==> config.mk <==
export PLATFORM = sky130hd
export DESIGN_NAME = reorder_buffer
export DESIGN_NICKNAME = d
export VERILOG_FILES = /design/src/rtl/reorder_buffer_pkg.sv /design/src/rtl/reorder_buffer_rob_ptr_ctrl.sv /design/src/rtl/reorder_buffer.sv
export SDC_FILE = /design/constraint.sdc
export NUM_CORES = 2
export LEC_CHECK = 0
export CORE_MARGIN = 1
export CORE_UTILIZATION = 35
export CTS_CLUSTER_DIAMETER = 60
export DETAILED_ROUTE_END_ITERATION = 12
export GPL_TIMING_DRIVEN = 0
export PLACE_DENSITY = 0.58
export SYNTH_ARGS = -nofsm -noshare
export SYNTH_HDL_FRONTEND = slang
export SYNTH_SLANG_ARGS = --single-unit
==> constraint.sdc <==
create_clock -name clk -period 7.3 [get_ports clk]
set_clock_uncertainty 0.05 [all_clocks]
set_input_delay 0.73 -clock clk [delete_from_list [all_inputs] [get_ports clk]]
set_output_delay 0.73 -clock clk [all_outputs]
set_load 0.03 [all_outputs]
==> src/rtl/reorder_buffer_pkg.sv <==
// Shared ROB sizing, the tag-0 "no dependency" constant and the per-entry record.
package reorder_buffer_pkg;

    localparam int DEF_ROB_SIZE = 16;
    localparam int DEF_TAG_W    = 5;
    localparam int DATA_W       = 32;
    localparam int REG_W        = 5;

    localparam logic [DEF_TAG_W-1:0] TAG_NONE = '0;

    typedef struct packed {
        logic              busy;
        logic              ready;
        logic [REG_W-1:0]  rd;
        logic              is_branch;
        logic              mispredict;
        logic [DATA_W-1:0] value;
        logic [DATA_W-1:0] target;
    } rob_entry_t;

    localparam rob_entry_t ENTRY_CLEAR = '0;

endpackage

==> src/rtl/reorder_buffer_rob_ptr_ctrl.sv <==
// Head/tail/occupancy bookkeeping for the circular ROB; pointers move on the edge after alloc/retire.
// Full/empty are decoded combinationally from the count; clear wins over alloc/retire; en low freezes all.
module rob_ptr_ctrl #(
    parameter int ROB_SIZE = 16,
    parameter int IDX_W    = 4,
    parameter int CNT_W    = 5
) (
    input  logic             clk,
    input  logic             rst,
    input  logic             en,
    input  logic             alloc,
    input  logic             retire,
    input  logic             clear,
    output logic [IDX_W-1:0] head,
    output logic [IDX_W-1:0] tail,
    output logic             full,
    output logic             empty
);

    logic [CNT_W-1:0] count;

    function automatic logic [IDX_W-1:0] wrap_inc(input logic [IDX_W-1:0] p);
        return (p == IDX_W'(ROB_SIZE - 1)) ? '0 : p + IDX_W'(1);
    endfunction

    always_ff @(posedge clk) begin
        if (rst) begin
            head  <= '0;
            tail  <= '0;
            count <= '0;
        end else if (en) begin
            if (clear) begin
                head  <= '0;
                tail  <= '0;
                count <= '0;
            end else begin
                if (alloc)
                    tail <= wrap_inc(tail);
                if (retire)
                    head <= wrap_inc(head);
                // simultaneous alloc and retire leaves occupancy unchanged
                case ({alloc, retire})
                    2'b10:   count <= count + CNT_W'(1);
                    2'b01:   count <= count - CNT_W'(1);
                    default: count <= count;
                endcase
            end
        end
    end

    assign full  = (count == CNT_W'(ROB_SIZE));
    assign empty = (count == '0);

endmodule

==> src/rtl/reorder_buffer.sv <==
// In-order retirement buffer: tag alloc, CDB capture, 1-cycle registered commit/flush; dispatcher stalls on rob_full.
// Optional ROB_CDB_BYPASS_EN: queries and head retirement also see the current-cycle CDB broadcast.
module reorder_buffer
    import reorder_buffer_pkg::*;
#(
    parameter int ROB_SIZE = DEF_ROB_SIZE,
    parameter int TAG_W    = DEF_TAG_W
) (
    input  logic              clk,
    input  logic              rst,
    input  logic              rdy,
    input  logic              disp_valid,
    input  logic [REG_W-1:0]  disp_rd,
    input  logic              disp_is_branch,
    input  logic [DATA_W-1:0] disp_pc_next,
    output logic              rob_full,
    output logic [TAG_W-1:0]  alloc_tag,
    input  logic              cdb_valid,
    input  logic [TAG_W-1:0]  cdb_tag,
    input  logic [DATA_W-1:0] cdb_data,
    input  logic              cdb_mispredict,
    input  logic [DATA_W-1:0] cdb_target,
    input  logic [TAG_W-1:0]  query_tag1,
    input  logic [TAG_W-1:0]  query_tag2,
    output logic              query_rdy1,
    output logic              query_rdy2,
    output logic [DATA_W-1:0] query_data1,
    output logic [DATA_W-1:0] query_data2,
    output logic              commit_valid,
    output logic [REG_W-1:0]  commit_dest,
    output logic [TAG_W-1:0]  commit_tag,
    output logic [DATA_W-1:0] commit_data,
    output logic              flush,
    output logic [DATA_W-1:0] flush_pc
);

    localparam int IDX_W = (ROB_SIZE > 1) ? $clog2(ROB_SIZE) : 1;
    localparam int CNT_W = $clog2(ROB_SIZE + 1);

    rob_entry_t        ent [ROB_SIZE];
    rob_entry_t        hd;
    rob_entry_t        new_ent;
    logic [IDX_W-1:0]  head;
    logic [IDX_W-1:0]  tail;
    logic              full;
    logic              empty;
    logic [TAG_W-1:0]  head_tag;
    logic [IDX_W-1:0]  cdb_idx;
    logic              head_cdb;
    logic              retire;
    logic              flush_now;
    logic              alloc;
    logic              cdb_wr;
    logic [DATA_W-1:0] ret_value;
    logic [DATA_W-1:0] ret_target;
    logic              ret_mp;

    function automatic logic tag_ok(input logic [TAG_W-1:0] t);
        return (t != TAG_W'(TAG_NONE)) && (t <= TAG_W'(ROB_SIZE));
    endfunction

    function automatic logic [IDX_W-1:0] tag_idx(input logic [TAG_W-1:0] t);
        return IDX_W'(t - TAG_W'(1));
    endfunction

    rob_ptr_ctrl #(
        .ROB_SIZE (ROB_SIZE),
        .IDX_W    (IDX_W),
        .CNT_W    (CNT_W)
    ) u_ptr (
        .clk    (clk),
        .rst    (rst),
        .en     (rdy),
        .alloc  (alloc),
        .retire (retire),
        .clear  (flush_now),
        .head   (head),
        .tail   (tail),
        .full   (full),
        .empty  (empty)
    );

    assign hd        = ent[head];
    assign head_tag  = TAG_W'(head) + TAG_W'(1);
    assign alloc_tag = TAG_W'(tail) + TAG_W'(1);
    assign rob_full  = full;
    assign cdb_idx   = tag_idx(cdb_tag);

`ifdef ROB_CDB_BYPASS_EN
    assign head_cdb = cdb_valid && (cdb_tag == head_tag);
`else
    assign head_cdb = 1'b0;
`endif

    always_comb begin
        ret_value  = hd.value;
        ret_mp     = hd.mispredict;
        ret_target = hd.target;
        if (head_cdb && !hd.ready) begin
            ret_value  = cdb_data;
            ret_mp     = cdb_mispredict;
            ret_target = cdb_target;
        end
        retire    = !empty && hd.busy && (hd.ready || head_cdb);
        flush_now = retire && hd.is_branch && ret_mp;
        // the cycle the flush pulse is out, the front end is still on the wrong path
        alloc     = disp_valid && !full && !flush_now && !flush;
        cdb_wr    = cdb_valid && tag_ok(cdb_tag) && ent[cdb_idx].busy && !flush_now;
    end

    always_comb begin
        new_ent            = ENTRY_CLEAR;
        new_ent.busy       = 1'b1;
        new_ent.rd         = disp_rd;
        new_ent.is_branch  = disp_is_branch;
        new_ent.target     = disp_pc_next;
    end

    always_ff @(posedge clk) begin
        if (rst) begin
            for (int i = 0; i < ROB_SIZE; i++)
                ent[i] <= ENTRY_CLEAR;
        end else if (rdy) begin
            if (flush_now) begin
                for (int i = 0; i < ROB_SIZE; i++)
                    ent[i] <= ENTRY_CLEAR;
            end else begin
                if (alloc)
                    ent[tail] <= new_ent;
                if (cdb_wr) begin
                    ent[cdb_idx].ready      <= 1'b1;
                    ent[cdb_idx].value      <= cdb_data;
                    ent[cdb_idx].mispredict <= cdb_mispredict;
                    ent[cdb_idx].target     <= cdb_target;
                end
                if (retire) begin
                    ent[head].busy  <= 1'b0;
                    ent[head].ready <= 1'b0;
                end
            end
        end
    end

    always_ff @(posedge clk) begin
        if (rst) begin
            commit_valid <= 1'b0;
            commit_dest  <= '0;
            commit_tag   <= '0;
            commit_data  <= '0;
            flush        <= 1'b0;
            flush_pc     <= '0;
        end else if (rdy) begin
            commit_valid <= retire && !flush_now;
            flush        <= flush_now;
            flush_pc     <= flush_now ? ret_target : '0;
            if (retire && !flush_now) begin
                commit_dest <= hd.is_branch ? '0 : hd.rd;
                commit_tag  <= head_tag;
                commit_data <= ret_value;
            end
        end
    end

    function automatic logic [DATA_W:0] lookup(input logic [TAG_W-1:0] t);
        logic [DATA_W:0] r;
        r = '0;
        if (tag_ok(t) && ent[tag_idx(t)].busy && ent[tag_idx(t)].ready)
            r = {1'b1, ent[tag_idx(t)].value};
`ifdef ROB_CDB_BYPASS_EN
        if (cdb_valid && tag_ok(t) && (cdb_tag == t))
            r = {1'b1, cdb_data};
`endif
        return r;
    endfunction

    assign {query_rdy1, query_data1} = lookup(query_tag1);
    assign {query_rdy2, query_data2} = lookup(query_tag2);

endmodule

==> metrics.md <==
| Metric | Value |
|---|---|
| Number of global-route vias before repair | 47090 |
| DP Area | 0.07344 mm2 |
| Multiplexer area fraction after synthesis | 0.2175 |
| Outcome | complete, but fails checks |
| DRT antenna net count | 0 |
| H-tree depth | 4 |
| Clk root buf | clkbuf_16 |
| Iteration-0 DRC Markers | 7443 |
| R2R Setup Slk | 840 ps |
| Maxcap violations | 6 |
| Violated checks | max-capacitance violations, max-slew violations |
| Fin area | 0.07827 mm2 |
| Yosys Warn Count | 0 |
| Final max-slew violation count | 47 |
| IO Pins | 271 |
| Post-placement cell count | 7364 |
| Post-synth EDFFs | 1136 |
| Hold Fails Final Rpt | 0 |
| Final Cycle Share | 0.9987 |
| PD cells | 216.4 mW/mm2 |
| CTS tree | yes |
| Most common cell in the netlist | edfxtp_1 |
| Die H | 441.4 um |
| Synth Flop Type | edfxtp_1 |
| Vias | 48838 |
| Most frequent cells after synthesis | 1136 x edfxtp_1, 624 x and2_1, 621 x mux4_2 |
| Post-synthesis cell area | 0.06757 mm2 |
| Reg2reg path depth | 10 |
| Top post-synthesis cells by area | edfxtp_1 50%, mux4_2 21%, and2_1 5.8%, a22o_1 5.3%, dfxtp_1 3.7% |
| Cell variety after synth | 71 |
| Crit start category | primary input |
| Min-Delay Path Class | primary input to flop |
| Antenna violations before repair | 46 |
| Die width | 441.4 um |
| Complex-gate fraction of the synthesized area | 0.1035 |
| Final HPWL from detailed placement | 191700 um |
| DIE AREA | 0.1948 mm2 |
| WP data arrival | 6510 ps |
| CP Launch Point | query_tag1[0] |
| Total Wirelength | 279800 um |
| Clock sinks | 1261 |
| Post-synth top area cell | edfxtp_1 |
| Net count after synthesis | 4770 |
| Combinational family with the most area after synthesis | multiplexers |
| Setup violators final | 0 |
| FFs w/ async S/R, synth | 0 |
| CP endpoint | query_data1[0] |
| First-pass GRT wire length | 378500 um |
| Initial Utilization | 0.3538 |
| Total CTS buffers | 141 |
| DRT Pass-1 Iters | 6 |
| Final cell count without fillers | 7641 |
| DRC violations left | 0 |
| Max Fclk | 137.2 MHz |
| Fill count | 17693 |
| Seq/Total Area, Yosys | 0.5419 |
| GRT overflow | 0 |
| Syn Area/Cell | 14.61 um2 |
| Clock Tree Buf Depth | 3 |
| Synth Area in XOR/XNOR | 0.002074 |
| GR Util All Layers | 0.2823 |
| Area added between synthesis and finish | 15.83% |
| Largest net degree at the start of global routing | 46 |
| Worst-Skew Late Latency | 820 ps |
| Crit path required time | 6520 ps |
| Final RePlAce weighted congestion | 0.9208 |
| Adder-Cell Fraction of Synth Area | 0.004000 |
| CTS Hold Bufs | 0 |
| Max VDD drop | 0.0001447 V |
| CP Capture Type | primary output |
| Fin crit period | 7291 ps |
| RSZ-0062 raised after global routing | false |
| Synth top area share | 0.5049 |
| Worst r2r dst | ent[1][50] |
| Share of layout cells above drive strength 1 | 0.2040 |
| Relative slew slack | -0.05108 |
| Post-Synthesis Cells | 4626 |
| Avg Vias per Cell | 6.392 |
| Core region area | 0.1910 mm2 |
| Worst Max-Slew Pin Slew | 1577 ps |
| Simple-Gate Fraction of Synth Area | 0.09468 |
| Fin util | 0.4098 |
| Crit Path Class | primary input to primary output |
| Yosys reg bits | 1261 |
| Static leakage | 26.01 nW |
| Port-buffer cells | 203 |
| Final net count | 5143 |
| CP max FO | 10 |
| Clock transition at path regs | 60 ps |
| Routed WL per cell | 36.62 um |
| FP Rows | 160 |
==> repair_timing <==
action,4_1_cts,5_1_grt
endpoints found under the setup margin,66,19
hold endpoints to repair,0,0
setup buffers,0,0
pin swaps,0,0
gates resized for setup,47,16
cloned,0,0
==> sequential cells by signal (all words and copies together), names as in the netlist, named ones only <==
| register | count |
|---|---|
| commit_data | 32 |
| u_ptr.count | 5 |
| u_ptr.head | 4 |
| ent | 1168 |
| commit_valid | 1 |
| flush_pc | 32 |
| flush | 1 |
| u_ptr.tail | 4 |
| commit_tag | 5 |
| commit_dest | 5 |
==> stage by stage <==
step                hold WS, ps   TNS, ps  power [mW]  setup WS [ps]
floorplan                 398.8         0       9.164           1268
global placement          394.4  -1808140       9.778          -2304
detailed placement        398.1    -82530       9.808          -2100
CTS                       306.8         0       16.89          33.29
global route              349.4         0       17.24          33.15
finish                    340.4         0       16.93          9.368
==> cells in the final DEF, fill, tap and decap left out, drive strengths merged, types with 52 or more instances in the layout <==
master / count
edfxtp: 1136
and2: 624
mux4: 622
clkbuf: 576
a22o: 409
nand2: 338
buf: 212
clkdlybuf4s50: 203
a211oi: 131
dfxtp: 125
o21ai: 109
a21oi: 81
nor2b: 70
mux2i: 65
clkinv: 52
==> worst min-delay path by stage <==
stage | depth (start not counted) | to | from | slack [ps]
finish | 3 | ent[8][28] | disp_pc_next[28] | 340
detailed placement | 2 | commit_data[19] | commit_data[19] | 400
CTS | 3 | ent[6][4] | disp_pc_next[4] | 310
global route | 3 | ent[4][29] | disp_pc_next[29] | 350
floorplan | 2 | u_ptr.count[3] | u_ptr.count[3] | 400
global placement | 2 | commit_data[13] | commit_data[13] | 390
==> where the power goes <==
part | switching [mW] | internal (mW) | total [mW]
clock | 3.18 | 4.05 | 7.23
sequential | 0.110 | 8.08 | 8.19
combinational | 0.968 | 0.552 | 1.52
==> critical path, stage by stage <==
cell             delay, ps
clkbuf_2               330
buf_4                  370
clkdlybuf4s15_2        560
buf_4                  380
inv_1                  110
ha_1                   340
clkbuf_2               390
clkbuf_1              1040
mux4_2                 440
mux2i_1                 90
a211oi_1               860
clkdlybuf4s50_1        820
==> metal layers <==
layer | vias to the layer above | GRT usage | wire [um]
met5 | - | 0 | 210
met4 | 32 | 0.1593 | 17240
met3 | 809 | 0.08304 | 34140
met2 | 3912 | 0.4429 | 129000
met1 | 24987 | 0.3481 | 99250
li1 | 19098 | - | -
==> logic make-up after synthesis <==
| group | Yosys count |
|---|---|
| AO/OA/AOI/OAI | 874 |
| flip-flops | 1261 |
| adder cells (fa/ha/maj) | 21 |
| XOR/XNOR | 16 |
| AND/OR/NAND/NOR | 1164 |
| multiplexers | 690 |
| buffers and inverters | 600 |
==> layout make-up <==
cell class	count	area, um2	area share
flip-flops and latches	1261	36620	0.4678
inverters	19	71.32	0.0009112
diodes	17	42.54	0.0005435
well taps	2511	3142	0.04014
clock buffers	182	3827	0.04890
clock inverters	75	705.7	0.009016
multi-input cells	2765	28760	0.3674
repair buffers	230	2668	0.03408
plain buffers	581	2440	0.03117
Note: power is estimated with default switching activity, not from simulation.
